`src/rtl/muldiv_unit.sv`:
```
// rtl/muldiv_unit.sv - iterative RV64M multiply/divide unit with controller stall/flush handling
// Optional: define MULDIV_FAST_MUL_EN for a single-cycle multiplier on the MUL* path.
module muldiv_unit #(
  parameter int XLEN = 64
) (
  input  logic            clk,
  input  logic            rst,
  input  logic [1:0]      ctrl_signal_i,
  input  logic            start_i,
  input  logic [2:0]      op_i,
  input  logic            word_i,
  input  logic [XLEN-1:0] rs1_i,
  input  logic [XLEN-1:0] rs2_i,
  output logic [XLEN-1:0] result_o,
  output logic            muldiv_ready_o,
  output logic            busy_o
);

  localparam int CW = $clog2(XLEN) + 1;

  localparam logic [1:0] CTRL_DEFAULT = 2'd0;
  localparam logic [1:0] CTRL_BLOCK   = 2'd1;
  localparam logic [1:0] CTRL_BUBBLE  = 2'd2;
  localparam logic [1:0] CTRL_BRANCH  = 2'd3;

  localparam logic [2:0] OP_MUL    = 3'd0;
  localparam logic [2:0] OP_MULH   = 3'd1;
  localparam logic [2:0] OP_MULHSU = 3'd2;
  localparam logic [2:0] OP_MULHU  = 3'd3;
  localparam logic [2:0] OP_DIV    = 3'd4;
  localparam logic [2:0] OP_DIVU   = 3'd5;
  localparam logic [2:0] OP_REM    = 3'd6;
  localparam logic [2:0] OP_REMU   = 3'd7;

  localparam logic [XLEN-1:0] XMIN = {1'b1, {(XLEN-1){1'b0}}};

  typedef enum logic [1:0] {S_IDLE, S_CALC, S_FIX, S_DONE} state_t;

  state_t            state;
  logic [2:0]        op_q;
  logic              word_q;
  logic [XLEN-1:0]   a_q;      // multiplicand (mul) or divisor (div), magnitude
  logic [XLEN-1:0]   sh_q;     // multiplier bits scanned MSB-first, or dividend -> quotient
  logic [XLEN-1:0]   rem_q;
  logic [2*XLEN-1:0] prod_q;
  logic              neg_q;    // negate product / quotient in FIX
  logic              neg_r;    // negate remainder in FIX
  logic [CW-1:0]     cnt_q;

  // Operand preparation at accept
  logic            is_div, sgn_a, sgn_b, neg_a, neg_b, b_zero, ovf, abort;
  logic [XLEN-1:0] ext_a, ext_b, abs_a, abs_b, sh_src, sh_init;

  always_comb begin
    is_div = op_i[2];
    sgn_a  = (op_i == OP_MULH) || (op_i == OP_MULHSU) || (op_i == OP_DIV) || (op_i == OP_REM);
    sgn_b  = (op_i == OP_MULH) || (op_i == OP_DIV) || (op_i == OP_REM);
    ext_a  = rs1_i;
    ext_b  = rs2_i;
    if (word_i) begin
      ext_a = {{(XLEN-32){sgn_a & rs1_i[31]}}, rs1_i[31:0]};
      ext_b = {{(XLEN-32){sgn_b & rs2_i[31]}}, rs2_i[31:0]};
    end
    neg_a   = sgn_a & ext_a[XLEN-1];
    neg_b   = sgn_b & ext_b[XLEN-1];
    abs_a   = neg_a ? -ext_a : ext_a;
    abs_b   = neg_b ? -ext_b : ext_b;
    sh_src  = is_div ? abs_a : abs_b;
    sh_init = word_i ? {sh_src[31:0], {(XLEN-32){1'b0}}} : sh_src;
    b_zero  = word_i ? (rs2_i[31:0] == 32'd0) : (rs2_i == '0);
    ovf     = ((op_i == OP_DIV) || (op_i == OP_REM)) &&
              (word_i ? (rs1_i[31:0] == 32'h8000_0000 && rs2_i[31:0] == 32'hFFFF_FFFF)
                      : (rs1_i == XMIN && rs2_i == '1));
    abort   = (ctrl_signal_i == CTRL_BUBBLE) || (ctrl_signal_i == CTRL_BRANCH);
  end

  // One radix-2 step for each datapath
  logic [2*XLEN-1:0] mul_next;
  logic [XLEN:0]     rem_sh, diff;
  logic              ge;
  logic [XLEN-1:0]   rem_next;

  always_comb begin
    mul_next = {prod_q[2*XLEN-2:0], 1'b0} + (sh_q[XLEN-1] ? {{XLEN{1'b0}}, a_q} : '0);
    rem_sh   = {rem_q, sh_q[XLEN-1]};
    diff     = rem_sh - {1'b0, a_q};
    ge       = ~diff[XLEN];
    rem_next = ge ? diff[XLEN-1:0] : rem_sh[XLEN-1:0];
  end

  // Sign fix-up and half/word selection
  logic [2*XLEN-1:0] prod_s;
  logic [XLEN-1:0]   quot_s, rem_s, raw, fix_val;

  always_comb begin
    prod_s = neg_q ? -prod_q : prod_q;
    quot_s = neg_q ? -sh_q : sh_q;
    rem_s  = neg_r ? -rem_q : rem_q;
    case (op_q)
      OP_MUL:                        raw = prod_s[XLEN-1:0];
      OP_MULH, OP_MULHSU, OP_MULHU:  raw = prod_s[2*XLEN-1:XLEN];
      OP_DIV, OP_DIVU:               raw = quot_s;
      default:                       raw = rem_s;
    endcase
    fix_val = word_q ? {{(XLEN-32){raw[31]}}, raw[31:0]} : raw;
  end

`ifdef MULDIV_FAST_MUL_EN
  logic [2*XLEN-1:0] fast_prod;
  assign fast_prod = {{XLEN{1'b0}}, abs_a} * {{XLEN{1'b0}}, abs_b};
`endif

  always_ff @(posedge clk) begin
    if (!rst) begin
      state          <= S_IDLE;
      result_o       <= '0;
      muldiv_ready_o <= 1'b0;
      busy_o         <= 1'b0;
      cnt_q          <= '0;
      op_q           <= '0;
      word_q         <= 1'b0;
      a_q            <= '0;
      sh_q           <= '0;
      rem_q          <= '0;
      prod_q         <= '0;
      neg_q          <= 1'b0;
      neg_r          <= 1'b0;
    end else if (ctrl_signal_i == CTRL_BLOCK) begin
      state <= state;
    end else if (abort) begin
      state          <= S_IDLE;
      muldiv_ready_o <= 1'b0;
      busy_o         <= 1'b0;
    end else if (ctrl_signal_i == CTRL_DEFAULT) begin
      case (state)
        S_IDLE: begin
          muldiv_ready_o <= 1'b0;
          if (start_i) begin
            op_q   <= op_i;
            word_q <= word_i;
            a_q    <= is_div ? abs_b : abs_a;
            sh_q   <= sh_init;
            rem_q  <= '0;
            prod_q <= '0;
            neg_q  <= neg_a ^ neg_b;
            neg_r  <= is_div & neg_a;
            cnt_q  <= word_i ? CW'(32) : CW'(XLEN);
            busy_o <= 1'b1;
            state  <= S_CALC;
            if (is_div && b_zero) begin
              // Architected x/0 results: quotient all ones, remainder is the raw dividend
              sh_q  <= '1;
              rem_q <= rs1_i;
              neg_q <= 1'b0;
              neg_r <= 1'b0;
              state <= S_FIX;
            end else if (is_div && ovf) begin
              sh_q  <= rs1_i;
              neg_q <= 1'b0;
              neg_r <= 1'b0;
              state <= S_FIX;
            end
`ifdef MULDIV_FAST_MUL_EN
            else if (!is_div) begin
              prod_q <= fast_prod;
              state  <= S_FIX;
            end
`endif
          end
        end
        S_CALC: begin
          cnt_q <= cnt_q - CW'(1);
          if (op_q[2]) begin
            rem_q <= rem_next;
            sh_q  <= {sh_q[XLEN-2:0], ge};
          end else begin
            prod_q <= mul_next;
            sh_q   <= {sh_q[XLEN-2:0], 1'b0};
          end
          if (cnt_q == CW'(1)) state <= S_FIX;
        end
        S_FIX: begin
          result_o       <= fix_val;
          muldiv_ready_o <= 1'b1;
          busy_o         <= 1'b0;
          state          <= S_DONE;
        end
        default: begin
          muldiv_ready_o <= 1'b0;
          state          <= S_IDLE;
        end
      endcase
    end
  end

endmodule

```
`config.mk`:
```
export PLATFORM = sky130hd
export DESIGN_NAME = muldiv_unit
export DESIGN_NICKNAME = d
export VERILOG_FILES = /design/src/rtl/muldiv_unit.sv
export SDC_FILE = /design/constraint.sdc
export NUM_CORES = 2
export LEC_CHECK = 0
export CORE_ASPECT_RATIO = 0.8
export CORE_MARGIN = 4
export CORE_UTILIZATION = 58
export CTS_CLUSTER_DIAMETER = 60
export CTS_CLUSTER_SIZE = 20
export DETAILED_ROUTE_END_ITERATION = 10
export HOLD_SLACK_MARGIN = 0.12
export PLACE_DENSITY = 0.84
export SLEW_MARGIN = 20
export SYNTH_ARGS = -nofsm -noshare
export SYNTH_HDL_FRONTEND = slang
export SYNTH_SLANG_ARGS = --single-unit
```
`constraint.sdc`:
```
create_clock -name clk -period 5.2 [get_ports clk]
set_input_delay 0.78 -clock clk [delete_from_list [all_inputs] [get_ports clk]]
set_output_delay 0.78 -clock clk [all_outputs]
set_load 0.1 [all_outputs]
```
**Word-level counts from Yosys, hierarchy flattened**

Cells that the tools add are included.

- Register bits after elaboration: 401
- Input port bits: 137
- Output and inout port bits: 66
- Word-level logic and storage cells: 134

- $add $sub $neg: 8
- Equal/unequal tests: 25
- Mux-type cells: 49
- Bitwise operators: 9
- Reductions and logical operators: 30

Operators with widths:

| cell | number |
|---|---|
| $mux 64 | 18 |
| $mux 128 | 3 |
| $neg 64->64 | 4 |
| $pmux 128 s2 | 1 |
| $pmux 64 s2 | 2 |
| $pmux 64 s3 | 1 |
| $add 128x64->128 | 1 |
| $eq 64x64->1 const B | 2 |
| $neg 128->128 | 1 |
| $sub 65x64->65 | 1 |
| $eq 32x32->1 const B | 2 |
| $logic_not 64->1 | 1 |
| $logic_not 32->1 | 1 |
| $mux 7 | 2 |
| $pmux 7 s2 | 1 |
| $eq 3x3->1 const B | 4 |
| $mux 1 | 12 |
| $mux 2 | 6 |
| $reduce_and 4->1 | 3 |
| $reduce_and 6->1 | 2 |
| $reduce_and 5->1 | 2 |
| $eq 3x2->1 const B | 3 |
| $ne 2x2->1 const B | 4 |
| $eq 7x1->1 const B | 1 |
| 19 further kinds | 43 |

**Depth between registers and ports, before layout**

- Depth after elaboration: 14
- Depth in mapped cells: 19
- Depth with buffers taken out: 16

**Least setup slack after synthesis**

OpenSTA, ideal clock, no wires.

- Path kind: in2reg
- From: in rs1_i[0]
- To: reg sh_q[44]
- Library setup time: 0.070 ns
- Arrival time: 4.310 ns
- Required time: 5.130 ns
- Slack: 0.820 ns
- Stages: 12
- Buffers on the path: 1
- Cell sequence: inv_1 -> ha_1 -> or4b_2 -> or3_1 -> or4_1 -> or4_1 -> clkbuf_1 -> or2_2 -> o21ai_0 -> xor2_1 -> mux4_2 -> a21oi_1

- Word-level cells in the longest chain between the ends: 9
- Elaborated cells on any way between the ends: 16
- Those cells by class: add/sub (1); eq/ne (2); mux (9); reduce/logical (4)

RTL lines:

| element | RTL line | RTL |
|---|---|---|
| start: declaration | 12 | `input logic [XLEN-1:0] rs1_i,` |
| $mux 64, or another cell as far along | 60 | `if (word_i) begin` |
| $neg 64->64, or another cell as far along | 66 | `abs_a = neg_a ? -ext_a : ext_a;` |
| $mux 64 / $mux 1 (equally long branches) | 66, 72 |  |
| $mux 64 / $logic_and 1x1->1 (equally long branches) | 68, 71 |  |
| $mux 64 / $logic_and 1x1->1 (equally long branches) | 69, 157 |  |
| $mux 64 (*) | 157 | `end else if (is_div && ovf) begin` |
| $mux 64 (*) | 150 | `if (is_div && b_zero) begin` |
| $mux 64 (*) | 138 | `if (start_i) begin` |
| $pmux 64 s2 (*) | 135 | `case (state)` |
| end signal: assignment | 142 | `sh_q <= sh_init;` |
| end signal: assignment | 158 | `sh_q <= rs1_i;` |
| end signal: assignment | 175 | `sh_q <= {sh_q[XLEN-2:0], ge};` |
| end: declaration | 43 | `logic [XLEN-1:0] sh_q;` |

Mark *: on every way between the ends. The rest lies on a longest branch, timed or not. The select of a mux whose other input is x is not followed.
A chain may end at the register's enable or synchronous reset.

**Final worst setup path**

- From: reg rem_q[0]
- To: reg rem_q[31]

- Word-level cells in the longest chain between the ends: 4

RTL lines:

| element | RTL line | RTL |
|---|---|---|
| start: declaration | 44 | `logic [XLEN-1:0] rem_q;` |
| start signal: assignment | 153 | `rem_q <= rs1_i;` |
| start signal: assignment | 174 | `rem_q <= rem_next;` |
| $sub 65x64->65 | 86 | `diff = rem_sh - {1'b0, a_q};` |
| $mux 64 | 88 | `rem_next = ge ? diff[XLEN-1:0] : rem_sh[XLEN-1:0];` |
| $mux 64 | 173 | `if (op_q[2]) begin` |
| $pmux 64 s2 | 135 |  |

Every way passes these cells. The select of a mux whose other input is x is not followed.

==> impl_metrics.py <==
metrics = {
    "run_status": {
        "status": "finished, final reports clean",
    },
    "detailed_routing": {
        "vias": 42900,
        "drc": 0,
        "wirelength_um": 165000,
        "dr.pass1.iters": 9,
        "drt_iter0_drc": 7169,
        "postRouteAntennaNets": 0,
        "vias_per_cell": 6.93,
        "wl_per_cell_um": 26.6,
    },
    "floorplanning": {
        "boundaryPins": 203,
        "num_rows": 82,
        "die_h_um": 233,
        "start_util_pct": 58.6,
        "die_w_um": 289,
        "core-area_um2": 62600,
        "dieArea_um2": 67300,
    },
    "pwr": {
        "p_per_area_nw_per_um2": 229,
        "cellLeakagePower_nw": 16.1,
        "seqPwrFrac_pct": 34.7,
        "p_sw_mw": 3.65,
        "intPower_mw": 5.77,
        "vdd_drop_max_mv": 0.253,
        "pwr-share-clk_pct": 34.6,
        "power_frac_comb_pct": 30.7,
        "switching_share_pct": 38.8,
        "total_power_mw": 9.42,
    },
    "cts": {
        "clockBufferDepth": 3,
        "cts_setup_buffers": 0,
        "cts-root-buf": "clkbuf_16",
        "ctsResizeCount": 0,
        "cts.sinks": 401,
        "cts_tree": "built",
        "clk_latency_ps": 620,
        "tritoncts.num_buffers": 39,
        "clk_pin_slew_worst_paths_ps": 80,
        "ctsHoldBuffers": 0,
        "htree_levels": 2,
    },
    "place": {
        "io_buffers": 202,
        "routabilityCongestion": 1.08,
        "hpwl_um": 127000,
        "place_area_um2": 39800,
    },
    "logic_synthesis": {
        "synth-edff-count": 0,
        "postSynthAreaPerCell_um2": 6.93,
        "synthArstFlopShare_pct": 0,
        "ys_seq_area_share_pct": 21.9,
        "synth_cell_type_count": 84,
        "synth-seq-cells": 401,
        "synth_warnings": 0,
        "synthCells": 5288,
        "synth_nets": 5567,
        "synth_flop_cell": "dfxtp_1",
        "syn_area_um2": 36700,
    },
    "worst_setup_path": {
        "reg2regPathDepth": 17,
        "path_cells": "inv_1 > fa_1 > nand2b_1 > a21oi_1 > o21ai_0 > nand4_1 > nand4_1 > buf_4 > a2111oi_0 > a211oi_1 > xor2_4 > buf_12 > buf_4 > nand2_1 > o21ai_0 > a221oi_1 > nor2_1",
        "rrSetupSlack_ps": 490,
        "cp_slowest_stage_delay_ps": 580,
        "crit_slowest_cell": "dfxtp_1",
        "critPathRequiredTime_ps": 5670,
        "end_kind": "flip-flop",
        "worstPathArrival_ps": 5180,
        "cp_top_family": "compound AO/OA/AOI/OAI gates",
        "r2r_start": "rem_q[0]$_SDFFE_PN0P_",
        "path_class": "flip-flop to flip-flop",
        "start_kind": "flip-flop",
        "cp.buffers_inverters": 4,
        "timing.rr.end": "rem_q[31]$_SDFFE_PN0P_",
        "crit_fanout": 18,
    },
    "timing": {
        "drv_slew": 0,
        "relSlewSlack_pct": 22.4,
        "fin_crit_sh_pct": 90.6,
        "setup_viol": 0,
        "min_period_ps": 4710,
        "finalSetupTns_ps": 0,
        "worst_pin_slew_ps": 1160,
        "rsz0062_at_grt": "no",
        "finClkSkew_ps": 48.2,
        "max_freq_ghz": 0.212,
        "hold_viol_final": 0,
    },
    "global_routing": {
        "grt_use_total_pct": 46.7,
        "grt_max_degree": 113,
        "first_global_vias": 37900,
        "grt_pass1_wl_um": 241000,
        "grt-ovfl-total": 0,
        "antenna_found_initial": 3,
    },
    "finish": {
        "antennaDiodeCount": 0,
        "final_cell_area_um2": 41200,
        "area_delta_synth_final_pct": 12.3,
        "fin_nets": 5603,
        "drive_gt1_share_pct": 6.24,
    },
    "min_path": {
        "hold_class": "flip-flop to flip-flop",
        "min_to": "a_q[4]$_SDFFE_PN0P_",
        "worstHoldStart": "a_q[4]$_SDFFE_PN0P_",
        "whs_path_depth": 2,
    },
    "flow_run": {
        "maxCapViolCount": 0,
    },
}
[cells by family (layout without fill, tap and decap cells)]
group           count (synthesis)  after routing  synth area share, %
compound gates               1871           1871                 31.3
simple gates                 1780           1780                 22.6
xor+xnor                      535            535                 12.8
buf+inv                       514            579                 5.30
flops                         401            401                 21.9
fa+ha+maj                     142            142                 4.89
mux                            45             45                 1.29
[power by group through the flow]
stage          Clock [mW]  Combinational, mW  Sequential, mW
2_1_floorplan           0               1.74            3.29
3_3_place_gp            0               2.73            3.33
3_5_place_dp            0               2.74            3.33
4_1_cts              3.24               2.76            3.26
5_1_grt              3.36               3.03            3.27
6_report             3.26               2.89            3.27
[layer usage]
layer  vias to the layer above  routed length [µm]  GRT usage, %
li1                      19200                   -             -
met1                     19900               64400          64.6
met2                      3285               63900          64.2
met3                       524               26400          15.5
met4                         2               10200          23.2
met5                         -                  10             0
[cell usage in the layout (no fill, tap or decap), types with 63 or more instances in the layout]
| master | netlist | layout |
|---|---|---|
| o21ai_0 | 511 | 510 |
| nor2_1 | 487 | 484 |
| clkdlybuf4s50_1 | 0 | 196 |
| dfxtp_1 | 401 | 399 |
| ha_1 | 140 | 139 |
| o31ai_1 | 93 | 93 |
| xor2_1 | 249 | 248 |
| nand3_1 | 93 | 92 |
| buf_4 | 1 | 172 |
| a21oi_1 | 622 | 619 |
| o211ai_1 | 63 | 63 |
| nor3_1 | 97 | 93 |
| inv_1 | 128 | 126 |
| xnor2_1 | 286 | 285 |
| a21o_1 | 101 | 101 |
| nand4_1 | 70 | 70 |
| nand2_1 | 641 | 640 |
[sequential cells by signal (all words and copies together), names as in the netlist]
signal / flops
prod_q: 128
a_q: 64
rem_q: 64
result_o: 64
sh_q: 64
cnt_q: 7
op_q: 3
state: 2
busy_o: 1
muldiv_ready_o: 1
neg_q: 1
neg_r: 1
word_q: 1
[area by class of cell]
| type | count | area [µm²] |
|---|---|---|
| Clock buffer | 40 | 1000 |
| Clock inverter | 30 | 410 |
| Fill cell | 5633 | 21400 |
| Inverter | 131 | 494 |
| Multi-Input combinational cell | 4373 | 26800 |
| Sequential cell | 401 | 8030 |
| Tap cell | 840 | 1050 |
| Timing Repair Buffer | 378 | 3390 |
[stage by stage]
step | worst slack [ps] | util (%) | hold slack, ps | cells
after floorplan | 820 | - | 432 | 5288
after global placement | 131 | 63.6 | 439 | 6123
after detailed placement | 60.9 | 63.6 | 445 | 6123
after CTS | 662 | 65.8 | 456 | 6193
after global routing | 348 | 65.8 | 473 | 6193
final | 489 | 65.8 | 454 | 6193
[synthesized netlist by cell type, drive strengths merged (56+ instances only)]
cell / instances / area, µm²
a21o: 101 / 758
o31ai: 93 / 698
a21oi: 622 / 3110
dfxtp: 401 / 8030
nand4: 70 / 438
xnor2: 286 / 2500
nor2: 488 / 1850
xor2: 249 / 2180
a211oi: 56 / 420
nor4: 57 / 363
nand2: 641 / 2410
o211ai: 63 / 473
o21ai: 515 / 2580
inv: 128 / 480
nand3: 94 / 483
ha: 140 / 1750
or3: 58 / 373
nor3: 97 / 485
clkbuf: 351 / 1320
[tightest hold or removal path: stages (launching register included)]
cell and delay [ps]:
dfxtp_1 310, nand2_1 50, a21oi_1 50
[how the worst max path moves through the flow]
stage,startpoint,end,slack (ps),cells after the start
after floorplan,rs1_i[0],sh_q[44]$_SDFFE_PN0P_,820,12
after global placement,rs1_i[0],sh_q[60]$_SDFFE_PN0P_,130,16
after detailed placement,rs1_i[1],sh_q[60]$_SDFFE_PN0P_,60,16
after CTS,rs1_i[1],a_q[56]$_SDFFE_PN0P_,660,13
after global routing,rem_q[0]$_SDFFE_PN0P_,rem_q[31]$_SDFFE_PN0P_,350,17
final,rem_q[0]$_SDFFE_PN0P_,rem_q[31]$_SDFFE_PN0P_,490,17
Note: power is estimated with default switching activity, not from simulation.
